===== config.mk =====
export PLATFORM = sky130hd
export DESIGN_NAME = alu_cmd_ctrl_flat
export DESIGN_NICKNAME = d
export VERILOG_FILES = /design/src/rtl/alu_cmd_ctrl_if.sv /design/src/rtl/alu_cmd_ctrl.sv /design/src/flat_wrapper.sv
export SDC_FILE = /design/constraint.sdc
export NUM_CORES = 1
export LEC_CHECK = 0
export ABC_AREA = 1
export BUFFER_PORTS_ARGS = -buffer_cell sky130_fd_sc_hd__buf_2
export CORE_MARGIN = 8
export CORE_UTILIZATION = 49
export CTS_CLUSTER_SIZE = 30
export DETAILED_ROUTE_END_ITERATION = 8
export GPL_ROUTABILITY_DRIVEN = 0
export PLACE_DENSITY_LB_ADDON = 0.3
export SKIP_CTS_REPAIR_TIMING = 1
export SLEW_MARGIN = 20
export SYNTH_ARGS = -nofsm -noshare
export SYNTH_HDL_FRONTEND = slang
export SYNTH_SLANG_ARGS = --single-unit

===== constraint.sdc =====
create_clock -name CLK -period 1.4 [get_ports CLK]
set_input_delay 0.28 -clock CLK [delete_from_list [all_inputs] [get_ports CLK]]
set_output_delay 0.28 -clock CLK [all_outputs]
set_load 0.01 [all_outputs]

===== src/rtl/alu_cmd_ctrl_if.sv =====
// Byte-stream command, ALU and transmitter signals of the ALU command controller.
// The master side is the environment; the slave side is the controller itself.
interface alu_cmd_ctrl_if #(
  parameter int DATA_WIDTH = 8,
  parameter int OUT_WIDTH  = 2 * DATA_WIDTH
);
  logic [DATA_WIDTH-1:0] RX_P_DATA;
  logic                  RX_D_VLD;
  logic [OUT_WIDTH-1:0]  ALU_OUT;
  logic                  ALU_OUT_VLD;
  logic                  TX_BUSY;
  logic [DATA_WIDTH-1:0] OP_A;
  logic [DATA_WIDTH-1:0] OP_B;
  logic [3:0]            ALU_FUN;
  logic                  ALU_EN;
  logic                  CLK_GATE_EN;
  logic [DATA_WIDTH-1:0] TX_P_DATA;
  logic                  TX_D_VLD;
  logic                  CMD_ERR;

  modport master (
    output RX_P_DATA, RX_D_VLD, ALU_OUT, ALU_OUT_VLD, TX_BUSY,
    input  OP_A, OP_B, ALU_FUN, ALU_EN, CLK_GATE_EN, TX_P_DATA, TX_D_VLD, CMD_ERR
  );

  modport slave (
    input  RX_P_DATA, RX_D_VLD, ALU_OUT, ALU_OUT_VLD, TX_BUSY,
    output OP_A, OP_B, ALU_FUN, ALU_EN, CLK_GATE_EN, TX_P_DATA, TX_D_VLD, CMD_ERR
  );
endinterface


===== src/rtl/alu_cmd_ctrl.sv =====
// Decodes 0xCC (A, B, FUN) and 0xDD (FUN) byte commands, runs one ALU operation
// with a bounded wait for its result, and sends the result low byte then high byte.
module alu_cmd_ctrl #(
  parameter int DATA_WIDTH = 8,
  parameter int OUT_WIDTH  = 2 * DATA_WIDTH,
  parameter int TMO_CYC    = 15
) (
  input logic          CLK,
  input logic          RST,
  alu_cmd_ctrl_if.slave bus
);

  localparam int CNT_W = $clog2(TMO_CYC + 1);
  localparam logic [CNT_W-1:0]      TMO_LAST = CNT_W'(TMO_CYC - 1);
  localparam logic [DATA_WIDTH-1:0] CMD_FULL = DATA_WIDTH'(8'hCC);
  localparam logic [DATA_WIDTH-1:0] CMD_REUSE = DATA_WIDTH'(8'hDD);

  typedef enum logic [2:0] {
    IDLE, GET_A, GET_B, GET_FUN, ALU_RUN, WAIT_RES, SEND_LO, SEND_HI
  } state_t;

  state_t                r_state;
  state_t                w_nextState;
  logic [DATA_WIDTH-1:0] r_opA;
  logic [DATA_WIDTH-1:0] r_opB;
  logic [3:0]            r_aluFun;
  logic [OUT_WIDTH-1:0]  r_result;
  logic [CNT_W-1:0]      r_tmoCnt;
  logic                  r_cmdErr;
  logic                  w_capA;
  logic                  w_capB;
  logic                  w_capFun;
  logic                  w_latchRes;
  logic                  w_cmdErr;
  logic [DATA_WIDTH-1:0] w_txData;

  always_ff @(posedge CLK) begin
    if (!RST) r_state <= IDLE;
    else      r_state <= w_nextState;
  end

  // Operands and function persist across commands so 0xDD can reuse them.
  always_ff @(posedge CLK) begin
    if (!RST) begin
      r_opA    <= '0;
      r_opB    <= '0;
      r_aluFun <= '0;
      r_result <= '0;
      r_tmoCnt <= '0;
      r_cmdErr <= 1'b0;
    end else begin
      if (w_capA)     r_opA    <= bus.RX_P_DATA;
      if (w_capB)     r_opB    <= bus.RX_P_DATA;
      if (w_capFun)   r_aluFun <= bus.RX_P_DATA[3:0];
      if (w_latchRes) r_result <= bus.ALU_OUT;
      r_tmoCnt <= (r_state == WAIT_RES) ? r_tmoCnt + CNT_W'(1) : '0;
      r_cmdErr <= w_cmdErr;
    end
  end

  // A byte arriving while busy is dropped without disturbing the ALU/TX flow.
  always_comb begin
    w_nextState = r_state;
    w_capA      = 1'b0;
    w_capB      = 1'b0;
    w_capFun    = 1'b0;
    w_latchRes  = 1'b0;
    w_cmdErr    = 1'b0;
    case (r_state)
      IDLE: begin
        if (bus.RX_D_VLD) begin
          if (bus.RX_P_DATA == CMD_FULL)       w_nextState = GET_A;
          else if (bus.RX_P_DATA == CMD_REUSE) w_nextState = GET_FUN;
          else                                 w_cmdErr    = 1'b1;
        end
      end
      GET_A: begin
        if (bus.RX_D_VLD) begin
          w_capA      = 1'b1;
          w_nextState = GET_B;
        end
      end
      GET_B: begin
        if (bus.RX_D_VLD) begin
          w_capB      = 1'b1;
          w_nextState = GET_FUN;
        end
      end
      GET_FUN: begin
        if (bus.RX_D_VLD) begin
          w_capFun    = 1'b1;
          w_nextState = ALU_RUN;
        end
      end
      ALU_RUN: begin
        w_cmdErr    = bus.RX_D_VLD;
        w_nextState = WAIT_RES;
      end
      WAIT_RES: begin
        w_cmdErr = bus.RX_D_VLD;
        if (bus.ALU_OUT_VLD) begin
          w_latchRes  = 1'b1;
          w_nextState = SEND_LO;
        end else if (r_tmoCnt == TMO_LAST) begin
          w_cmdErr    = 1'b1;
          w_nextState = IDLE;
        end
      end
      SEND_LO: begin
        w_cmdErr = bus.RX_D_VLD;
        if (!bus.TX_BUSY) w_nextState = SEND_HI;
      end
      SEND_HI: begin
        w_cmdErr = bus.RX_D_VLD;
        if (!bus.TX_BUSY) w_nextState = IDLE;
      end
      default: w_nextState = IDLE;
    endcase
  end

  always_comb begin
    w_txData = '0;
    if (r_state == SEND_LO)      w_txData = r_result[DATA_WIDTH-1:0];
    else if (r_state == SEND_HI) w_txData = r_result[DATA_WIDTH +: DATA_WIDTH];
  end

  assign bus.OP_A        = r_opA;
  assign bus.OP_B        = r_opB;
  assign bus.ALU_FUN     = r_aluFun;
  assign bus.ALU_EN      = (r_state == ALU_RUN);
  assign bus.CLK_GATE_EN = (r_state == ALU_RUN) || (r_state == WAIT_RES);
  assign bus.TX_D_VLD    = (r_state == SEND_LO) || (r_state == SEND_HI);
  assign bus.TX_P_DATA   = w_txData;
  assign bus.CMD_ERR     = r_cmdErr;

endmodule

===== src/flat_wrapper.sv =====
// flat-port wrapper written by rule: the top's interface ports become plain ports
module alu_cmd_ctrl_flat 
#(
  parameter int DATA_WIDTH = 8,
  parameter int OUT_WIDTH  = 2 * DATA_WIDTH,
  parameter int TMO_CYC    = 15
)
  (CLK, RST, bus_RX_P_DATA, bus_RX_D_VLD, bus_ALU_OUT, bus_ALU_OUT_VLD, bus_TX_BUSY, bus_OP_A, bus_OP_B, bus_ALU_FUN, bus_ALU_EN, bus_CLK_GATE_EN, bus_TX_P_DATA, bus_TX_D_VLD, bus_CMD_ERR);
  alu_cmd_ctrl_if #(.DATA_WIDTH(DATA_WIDTH), .OUT_WIDTH(OUT_WIDTH)) bus_i ();
  input logic CLK;
  input logic RST;
  input wire logic [$bits(bus_i.RX_P_DATA)-1:0] bus_RX_P_DATA;
  input wire logic [$bits(bus_i.RX_D_VLD)-1:0] bus_RX_D_VLD;
  input wire logic [$bits(bus_i.ALU_OUT)-1:0] bus_ALU_OUT;
  input wire logic [$bits(bus_i.ALU_OUT_VLD)-1:0] bus_ALU_OUT_VLD;
  input wire logic [$bits(bus_i.TX_BUSY)-1:0] bus_TX_BUSY;
  output wire logic [$bits(bus_i.OP_A)-1:0] bus_OP_A;
  output wire logic [$bits(bus_i.OP_B)-1:0] bus_OP_B;
  output wire logic [$bits(bus_i.ALU_FUN)-1:0] bus_ALU_FUN;
  output wire logic [$bits(bus_i.ALU_EN)-1:0] bus_ALU_EN;
  output wire logic [$bits(bus_i.CLK_GATE_EN)-1:0] bus_CLK_GATE_EN;
  output wire logic [$bits(bus_i.TX_P_DATA)-1:0] bus_TX_P_DATA;
  output wire logic [$bits(bus_i.TX_D_VLD)-1:0] bus_TX_D_VLD;
  output wire logic [$bits(bus_i.CMD_ERR)-1:0] bus_CMD_ERR;
  assign bus_i.RX_P_DATA = bus_RX_P_DATA;
  assign bus_i.RX_D_VLD = bus_RX_D_VLD;
  assign bus_i.ALU_OUT = bus_ALU_OUT;
  assign bus_i.ALU_OUT_VLD = bus_ALU_OUT_VLD;
  assign bus_i.TX_BUSY = bus_TX_BUSY;
  assign bus_OP_A = bus_i.OP_A;
  assign bus_OP_B = bus_i.OP_B;
  assign bus_ALU_FUN = bus_i.ALU_FUN;
  assign bus_ALU_EN = bus_i.ALU_EN;
  assign bus_CLK_GATE_EN = bus_i.CLK_GATE_EN;
  assign bus_TX_P_DATA = bus_i.TX_P_DATA;
  assign bus_TX_D_VLD = bus_i.TX_D_VLD;
  assign bus_CMD_ERR = bus_i.CMD_ERR;
  alu_cmd_ctrl #(.DATA_WIDTH(DATA_WIDTH), .OUT_WIDTH(OUT_WIDTH), .TMO_CYC(TMO_CYC)) u_core (.CLK(CLK), .RST(RST), .bus(bus_i));
endmodule

==> flow_summary.toml, run 1 <==
[status]
status = "complete, but fails checks"
violations = "negative setup slack"

[pwr]
vdd_ir_drop_max_mv = 0.917
p_int_mw = 2.68
switchingPower_mw = 1.43
p_leak_nw = 1.20
pwr-share-seq = 0.393
power.density_nw_per_um2 = 1570
pwr-share-clk = 0.231
power_frac_comb = 0.376
swShare = 0.347

[setup_path]
worstPathArrival_ns = 1.33
critPathSlowestCell = "dfxtp_4"
crit_chain = "buf_6 > nor2_4 > inv_2 > nor2_4 > or2_4 > buf_6"
cp-start-kind = "flop"
timing.critical_path.fanout_max = 4
cp.required_ns = 1.12
slowest_delay_ns = 0.38
cpLargestDelayFamily = "flip-flops"
cp_num_buf_inv = 3
critPathKind = "reg2out"
end_kind = "output port"

[die]
die_w_um = 77.2
rows = 22
pin_count = 61
fp.coreArea_um2 = 3630
start_util = 0.506
die_y_um = 77.2
die_area_um2 = 5970

[placed_design]
dpl.hpwl_um = 3300
post-place-ws_ns = -0.216
port_buffers = 60

[synthesis]
syn_inst = 245
synth.top_cells.by_area = "dfxtp_1 48%, nor2_1 10%, a21oi_1 6.3%"
post_synth_xor_area_fraction = 0.00477
synth_top_area_cell = "dfxtp_1"
yosysSeqAreaShare = 0.479
synth-simple-area-share = 0.206
avgSynthCellArea_um2 = 7.50
synth_top_area_share = 0.479
synthMuxAreaShare = 0
ys_warn_count = 0
synthDistinctLibCells = 25
syn-num-nets = 276
synth_compound_area_frac = 0.204
synth_area_um2 = 1840
yosys.area_share.adder = 0.0136
yosys_register_bits = 44
synth_top_family_by_area = "simple AND/OR/NAND/NOR gates"

[grt]
antenna_found_initial = 0
grt_pass1_vias = 1716
grt_pass1_wl_um = 7350
grt_max_degree = 43
grt_overflow = 0
grt_usage = 0.148

[timing]
hold_slack_ns = 0.255
fin_skew_ns = 0.00532
finalMaxSlewViolations = 0
period_share = 1.15
rsz0062_at_grt = "yes"
worst_slew_pin_slew_ns = 0.238
finalWorstSetupSlack_ns = -0.206
timing.slew.headroom = 0.841
fmax_mhz = 623
fin_crit_ns = 1.61
setup_violations = 26
hold_viol_final = 0

[layout]
most-common-layout-cells = "59 x buf_2, 45 x nor2_1, 41 x dfxtp_1, 25 x inv_1, 23 x a21oi_1"
area_growth_pct = 42.3
final_common_cell = "buf_2"
finish.net_count = 361
n_antenna_cell = 0
drive_gt1_frac = 0.387

[detailed_routing]
vias = 1904
via_per_inst = 5.02
drc = 0
first_iter_violations = 146
post_drt_wl_per_cell_um = 13.5
drtPass1Iterations = 4
routed_wl_um = 5100
antenna_left = 0

[flow_run]
maxCapViolations = 0

[cts]
htree_levels = 2
clock_sinks = 44
cts-root-buf = "clkbuf_8"
cts-buffers-inserted = 5
clk_latency_ns = 0.29
cts_tree = "done"
cts_max_path_buffers = 2
cts.clk_slew.worst_paths_ns = 0.08

[hold_path]
hp-class = "in2reg"
## tightest hold or removal path: stages
cell	delay, ns
buf_2	0.07
inv_1	0.05
a21oi_1	0.11
## power groups by stage
stage	combinational (mW)	clock (mW)	sequential [mW]
6_report	1.55	0.950	1.61
5_1_grt	1.71	1.02	1.64
4_1_cts	1.14	0.967	1.55
3_5_place_dp	1.13	0	1.58
3_3_place_gp	1.12	0	1.56
2_1_floorplan	0.605	0	1.64
## path summary, 6_finish.rpt
path                            start                  end  slack (ns)  depth (start not counted)
setup / recovery    u_core.r_state[1]      bus_CLK_GATE_EN       -0.21                          6
hold / removal       bus_RX_P_DATA[5]   u_core.bus.OP_A[5]        0.25                          3
hold reg to reg   u_core.r_result[13]  u_core.r_result[13]        0.46                          2
setup reg to reg    u_core.r_state[1]   u_core.r_result[3]       -0.04                          8
## kinds of logic (layout without fill, tap and decap cells)
family                     Yosys count  after routing
DFF                                 44             44
buffers and inverters               39            123
xor gates and xnor gates             1              1
and+or+nand+nor                     89             91
AOI/OAI and AO/OA                   70             70
adders and majority gates            2              2
## metal layers
| metal | track usage | up-vias | routed length, um |
|---|---|---|---|
| met3 | 0.0478 | 10 | 356 |
| met5 | 0 | - | 0 |
| met1 | 0.165 | 859 | 2190 |
| met2 | 0.245 | 62 | 2450 |
| met4 | 0.0774 | 0 | 102 |
| li1 | - | 973 | - |
## per-stage QoR
step	instance area, um^2	TNS [ns]	util	total power [mW]	instances
global placement	2240	-1.01	0.618	2.68	357
global route	2620	-4.19	0.720	4.36	379
finish	2620	-2.07	0.720	4.11	379
floorplan	1840	0	-	2.24	245
CTS	2350	-5.96	0.647	3.65	365
detailed placement	2240	-2.35	0.618	2.71	357
## cells in the mapped netlist, drive strengths merged
master	n
nor2	52
dfxtp	44
o21ai	36
inv	30
nand2	25
a21oi	24
o22ai	9
nand3	7
clkbuf	4
buf	3
clkinv	2
ha	2
nor3	2
nand3b	1
nand4	1
o211ai	1
or2	1
xnor2	1
## area by class of cell
cell class                 instances  area, um^2
clock buffer                       6        72.6
clock inverter                     2        35.0
fill                             293        1020
inverter                          32         133
multi-input combinational        164         920
sequential                        44         892
tap                               48        60.1
timing repair buffer              82         495
timing repair inverter             1        7.51
## sequential cells by signal, summed over array words and instances, names as in the netlist
register,flops
u_core.r_result,16
u_core.bus.OP_A,8
u_core.bus.ALU_FUN,4
u_core.bus.OP_B,8
u_core.r_tmoCnt,4
u_core.bus.CMD_ERR,1
u_core.r_state,3
No activity file was read; power rests on OpenSTA's default activity.
==> run 2: changes to the inputs <==
--- a/config.mk
+++ b/config.mk
@@ -7,12 +7,13 @@
 export LEC_CHECK = 0
 export ABC_AREA = 1
 export BUFFER_PORTS_ARGS = -buffer_cell sky130_fd_sc_hd__buf_2
-export CORE_MARGIN = 8
+export CORE_MARGIN = 2
 export CORE_UTILIZATION = 49
 export CTS_CLUSTER_SIZE = 30
 export DETAILED_ROUTE_END_ITERATION = 8
 export GPL_ROUTABILITY_DRIVEN = 0
 export PLACE_DENSITY_LB_ADDON = 0.3
+export RECOVER_POWER = 50
 export SKIP_CTS_REPAIR_TIMING = 1
 export SLEW_MARGIN = 20
 export SYNTH_ARGS = -nofsm -noshare
==> run 2 against run 1 <==
The flow still finishes with violations (negative setup slack). Register-to-register slack got worse by 0.10 ns. Critical path depth unchanged. Die area decreased by 29%. Sequential power about the same. Fmax decreased by 1.7%. Global-route usage increased by 6.1 points. Critical endpoint unchanged.
==> flow_summary.toml, run 2 (same netlist as run 1, synthesis figures left out) <==
[pwr]
power.density_nw_per_um2 = 1580
p_int_mw = 2.64
power_frac_comb = 0.379
pwr-share-clk = 0.232
switchingPower_mw = 1.50
p_leak_nw = 1.12
vdd_ir_drop_max_mv = 1.12
pwr-share-seq = 0.389
swShare = 0.361

[grt]
grt_usage = 0.209
grt_max_degree = 43
met2_usage = 0.364
met1_usage = 0.254
gr-max-usage-layer = "met2"
grt_overflow = 0
use_met3 = 0.0497
grt_pass1_vias = 1625
antenna_found_initial = 0
grt_pass1_wl_um = 6970

[setup_path]
end_kind = "output port"
worstPathArrival_ns = 1.35
crit_chain = "inv_4 > nor2_4 > inv_2 > nor2_4 > or2_4 > buf_6"
ff2ff_path_depth = 7
timing.critical_path.fanout_max = 7
crit_end = "bus_CLK_GATE_EN"
slowest_delay_ns = 0.42
cp.required_ns = 1.12
timing.rr.start = "u_core.r_state[2]"
cp_common_cell = "nor2_4"
critPathSlowestCell = "dfxtp_4"
reg2reg_to = "u_core.r_state[1]"
crit_path_start = "u_core.r_state[0]"
cp-start-kind = "flop"
r2r_slack_ns = -0.14
critPathKind = "reg2out"

[flow_run]
maxCapViolations = 0

[placed_design]
port_buffers = 60
dp.cells = 356
post-place-ws_ns = -0.200
post_dp_cell_area_um2 = 2240
dpl.hpwl_um = 2980

[layout]
design_area_um2 = 2620
finish.net_count = 361
n_antenna_cell = 0
drive_gt1_frac = 0.347
area_growth_pct = 42.5
largest-register = "u_core.r_result"
final_common_cell = "nor2_1"
fin_cells = 379
num-fill-cells = 291
largest_register_ffs = 16
most-common-layout-cells = "45 x nor2_1, 41 x dfxtp_1, 38 x buf_2, 25 x inv_1, 23 x a21oi_1"

[die]
start_util = 0.506
die_w_um = 65.2
die_y_um = 65.2
fp.coreArea_um2 = 3630
die_area_um2 = 4260
pin_count = 61
rows = 22

[detailed_routing]
drtPass1Iterations = 4
first_iter_violations = 113
via_per_inst = 5.08
drc = 0
antenna_left = 0
routed_wl_um = 5360
post_drt_wl_per_cell_um = 14.2
vias = 1925

[cts]
cts_tree = "done"
cts-buffers-inserted = 5
clock_sinks = 44
cts-root-buf = "clkbuf_8"
clk_latency_ns = 0.30
htree_levels = 2
cts.clk_slew.worst_paths_ns = 0.08
cts_max_path_buffers = 2

[status]
violations = "negative setup slack"
status = "complete, but fails checks"

[timing]
setup_violations = 29
rsz0062_at_grt = "yes"
hold_slack_ns = 0.242
timing.slew.headroom = 0.779
finalSetupTns_ns = -2.75
finalMaxSlewViolations = 0
fin_skew_ns = 0.00711
fin_crit_ns = 1.63
fmax_mhz = 612
finalWorstSetupSlack_ns = -0.233
worst_slew_pin_slew_ns = 0.329
period_share = 1.17
hold_viol_final = 0

[hold_path]
hp-class = "in2reg"
-- run 2: final cells by class --
cell class                      instances  area, um^2  area share
Clock buffer                            6        72.6      0.0277
Clock inverter                          2        35.0      0.0134
Inverter                               32         134      0.0511
Multi-Input combinational cell        164         952       0.364
Sequential cell                        44         892       0.341
Tap cell                               48        60.1      0.0229
Timing Repair Buffer                   81         458       0.175
Timing Repair inverter                  2        15.0     0.00573
-- run 2: worst max-delay path: cells and delay by family, from the launching register on --
kind | cells | cell delay, ns
AND/OR/NAND/NOR | 3 | 0.42
flip-flops | 1 | 0.42
buffers and inverters | 3 | 0.21
-- run 2: per-stage QoR --
stage | utilization | total power [mW]
floorplan | - | 2.24
global placement | 0.616 | 2.69
detailed placement | 0.616 | 2.72
CTS | 0.645 | 3.65
global route | 0.721 | 4.36
finish | 0.721 | 4.14
-- run 2: how the worst min path moves through the flow --
stage	depth (start not counted)	from	end
2_1_floorplan	2	RST	u_core.r_result[8]
3_3_place_gp	2	u_core.r_result[8]	u_core.r_result[8]
3_5_place_dp	2	u_core.r_result[2]	u_core.r_result[2]
4_1_cts	3	bus_ALU_OUT[1]	u_core.r_result[1]
5_1_grt	3	bus_ALU_OUT[11]	u_core.r_result[11]
6_report	3	bus_ALU_OUT[12]	u_core.r_result[12]
-- run 2: power by group through the flow --
stage	Combinational [mW]	Clock [mW]	Sequential (mW)
6_report	1.57	0.959	1.61
4_1_cts	1.15	0.953	1.54
2_1_floorplan	0.605	0	1.64
3_3_place_gp	1.13	0	1.56
5_1_grt	1.72	1.01	1.63
3_5_place_dp	1.14	0	1.57
-- run 2: layer usage --
metal  up-vias  wire [um]  part of all wire
met5         -          0                 0
met4         0         61             0.011
met3         8        311             0.058
met2        55       2640              0.49
met1       892       2360              0.44
li1        970          -                 -
==> run 3: changes to the inputs <==
==> constraint.sdc (replaced) <==
create_clock -name CLK -period 1.4 [get_ports CLK]
set_input_delay 0.14 -clock CLK [delete_from_list [all_inputs] [get_ports CLK]]
set_output_delay 0.14 -clock CLK [all_outputs]
set_load 0.01 [all_outputs]
==> run 3 against run 2 <==
The run still ends with negative setup slack left. Sequential power about the same. Utilization decreased by 6.9 points. Via count decreased by 8.7%. Combinational power decreased by 28%. Clock skew decreased by 0.0020 ns. Fmax increased by 9.3%. Power decreased by 15%. Sequential share of layout area increased by 3.6 points. Sequential cell count unchanged. Critical endpoint unchanged.
==> flow_summary.toml, run 3 (same netlist as run 1, synthesis figures left out) <==
[layout]
multiInputGateArea_um2 = 833
num-fill-cells = 330
most-common-layout-cells = "47 x nor2_1, 41 x dfxtp_1, 38 x buf_2, 25 x inv_1, 23 x a21oi_1"
finish.net_count = 347
n_antenna_cell = 0
final_common_cell = "nor2_1"
area_growth_pct = 28.8
drive_gt1_frac = 0.252
seqCellArea_um2 = 892
largest-register = "u_core.r_result"
largest_register_ffs = 16

[timing]
finalMaxSlewViolations = 0
period_share = 1.07
hold_viol_final = 0
timing.slew.headroom = 0.775
setup_violations = 10
rsz0062_at_grt = "yes"
worst_slew_pin_slew_ns = 0.335
fin_skew_ns = 0.00509
finalWorstSetupSlack_ns = -0.0941
fmax_mhz = 669
fin_crit_ns = 1.49
finalSetupTns_ns = -0.559

[cts]
clk_latency_ns = 0.29
cts-buffers-inserted = 5
cts_tree = "done"
clock_sinks = 44
cts-root-buf = "clkbuf_8"
cts.clk_slew.worst_paths_ns = 0.08
cts_max_path_buffers = 2
htree_levels = 2

[grt]
grt_overflow = 0
grt_pass1_vias = 1572
met2_usage = 0.341
grt_max_degree = 43
use_met3 = 0.0565
grt_usage = 0.204
grt_pass1_wl_um = 6730
gr-max-usage-layer = "met2"
antenna_found_initial = 0
met1_usage = 0.251

[detailed_routing]
vias = 1758
antenna_left = 0
first_iter_violations = 95
drc = 0
drtPass1Iterations = 4
routed_wl_um = 4270
via_per_inst = 4.82
post_drt_wl_per_cell_um = 11.7

[pwr]
p_leak_nw = 1.03
switchingPower_mw = 1.25
vdd_ir_drop_max_mv = 0.823
pwr-share-clk = 0.219
p_int_mw = 2.26
power_frac_comb = 0.322
pwr-share-seq = 0.460
swShare = 0.356
power.density_nw_per_um2 = 1480

[setup_path]
worstPathArrival_ns = 1.35
critPathKind = "reg2out"
cp-start-kind = "flop"
timing.critical_path.fanout_max = 7
ff2ff_path_depth = 8
end_kind = "output port"
cp.required_ns = 1.26

[hold_path]
min_path_cells = 3
hp-class = "in2reg"

[placed_design]
port_buffers = 60
post-place-ws_ns = -0.105
dpl.hpwl_um = 2900

[die]
pin_count = 61
die_y_um = 65.2
rows = 22
start_util = 0.506
die_area_um2 = 4260
die_w_um = 65.2
fp.coreArea_um2 = 3630

[flow_run]
maxCapViolations = 0

[status]
violations = "negative setup slack"
status = "complete, but fails checks"
[run 3: cell types whose count changed in the layout (fill, tap and decap cells not counted), sizes merged]
cell and delta:
nand2 -1, clkbuf -1, clkinv +3, bufinv -1, buf -11, clkinvlp -3
[run 3: power by group through the flow]
| stage | clock network (mW) | logic [mW] | registers (mW) |
|---|---|---|---|
| final | 0.768 | 1.13 | 1.61 |
| after global routing | 0.853 | 1.29 | 1.65 |
| after CTS | 0.792 | 1.04 | 1.56 |
| after detailed placement | 0 | 1.03 | 1.59 |
| after global placement | 0 | 1.02 | 1.58 |
| after floorplan | 0 | 0.605 | 1.64 |
[run 3: path summary, 6_finish.rpt]
| path | start | slack, ns | to |
|---|---|---|---|
| min | bus_ALU_OUT[1] | 0.11 | u_core.r_result[1] |
| max | u_core.r_state[0] | -0.09 | bus_CLK_GATE_EN |
| max reg2reg | u_core.r_state[0] | 0.09 | u_core.r_result[9] |
| min reg2reg | u_core.r_result[8] | 0.45 | u_core.r_result[8] |
[run 3: critical path, stage by stage (launching register included)]
cell and delay, ns:
dfxtp_4 0.39, inv_4 0.07, nor2_4 0.04, inv_2 0.08, nor2_4 0.04, buf_6 0.11
or2_4 0.22, buf_6 0.12
[run 3: per-stage QoR]
step | utilization | hold WS [ns] | area (um^2) | total power, mW | cells
after floorplan | - | 0.278 | 1840 | 2.24 | 245
after global placement | 0.605 | 0.402 | 2200 | 2.60 | 351
after detailed placement | 0.605 | 0.415 | 2200 | 2.62 | 351
after CTS | 0.629 | 0.107 | 2290 | 3.39 | 359
after global routing | 0.652 | 0.106 | 2370 | 3.79 | 365
final | 0.652 | 0.107 | 2370 | 3.51 | 365
[run 3: layer usage]
metal | share of wire | vias to the layer above | wire length, um
met3 | 0.049 | 4 | 210
li1 | - | 943 | -
met1 | 0.47 | 769 | 2000
met2 | 0.47 | 42 | 2030
met4 | 0.0077 | 0 | 33
met5 | 0 | - | 0
[run 3: area by class of cell]
| type | count | area share |
|---|---|---|
| clock inverters | 3 | 0.00793 |
| well taps | 48 | 0.0254 |
| repair buffers | 70 | 0.157 |
| multi-input cells | 163 | 0.352 |
| clock buffers | 5 | 0.0291 |
| inverters | 32 | 0.0518 |
| flip-flops and latches | 44 | 0.377 |
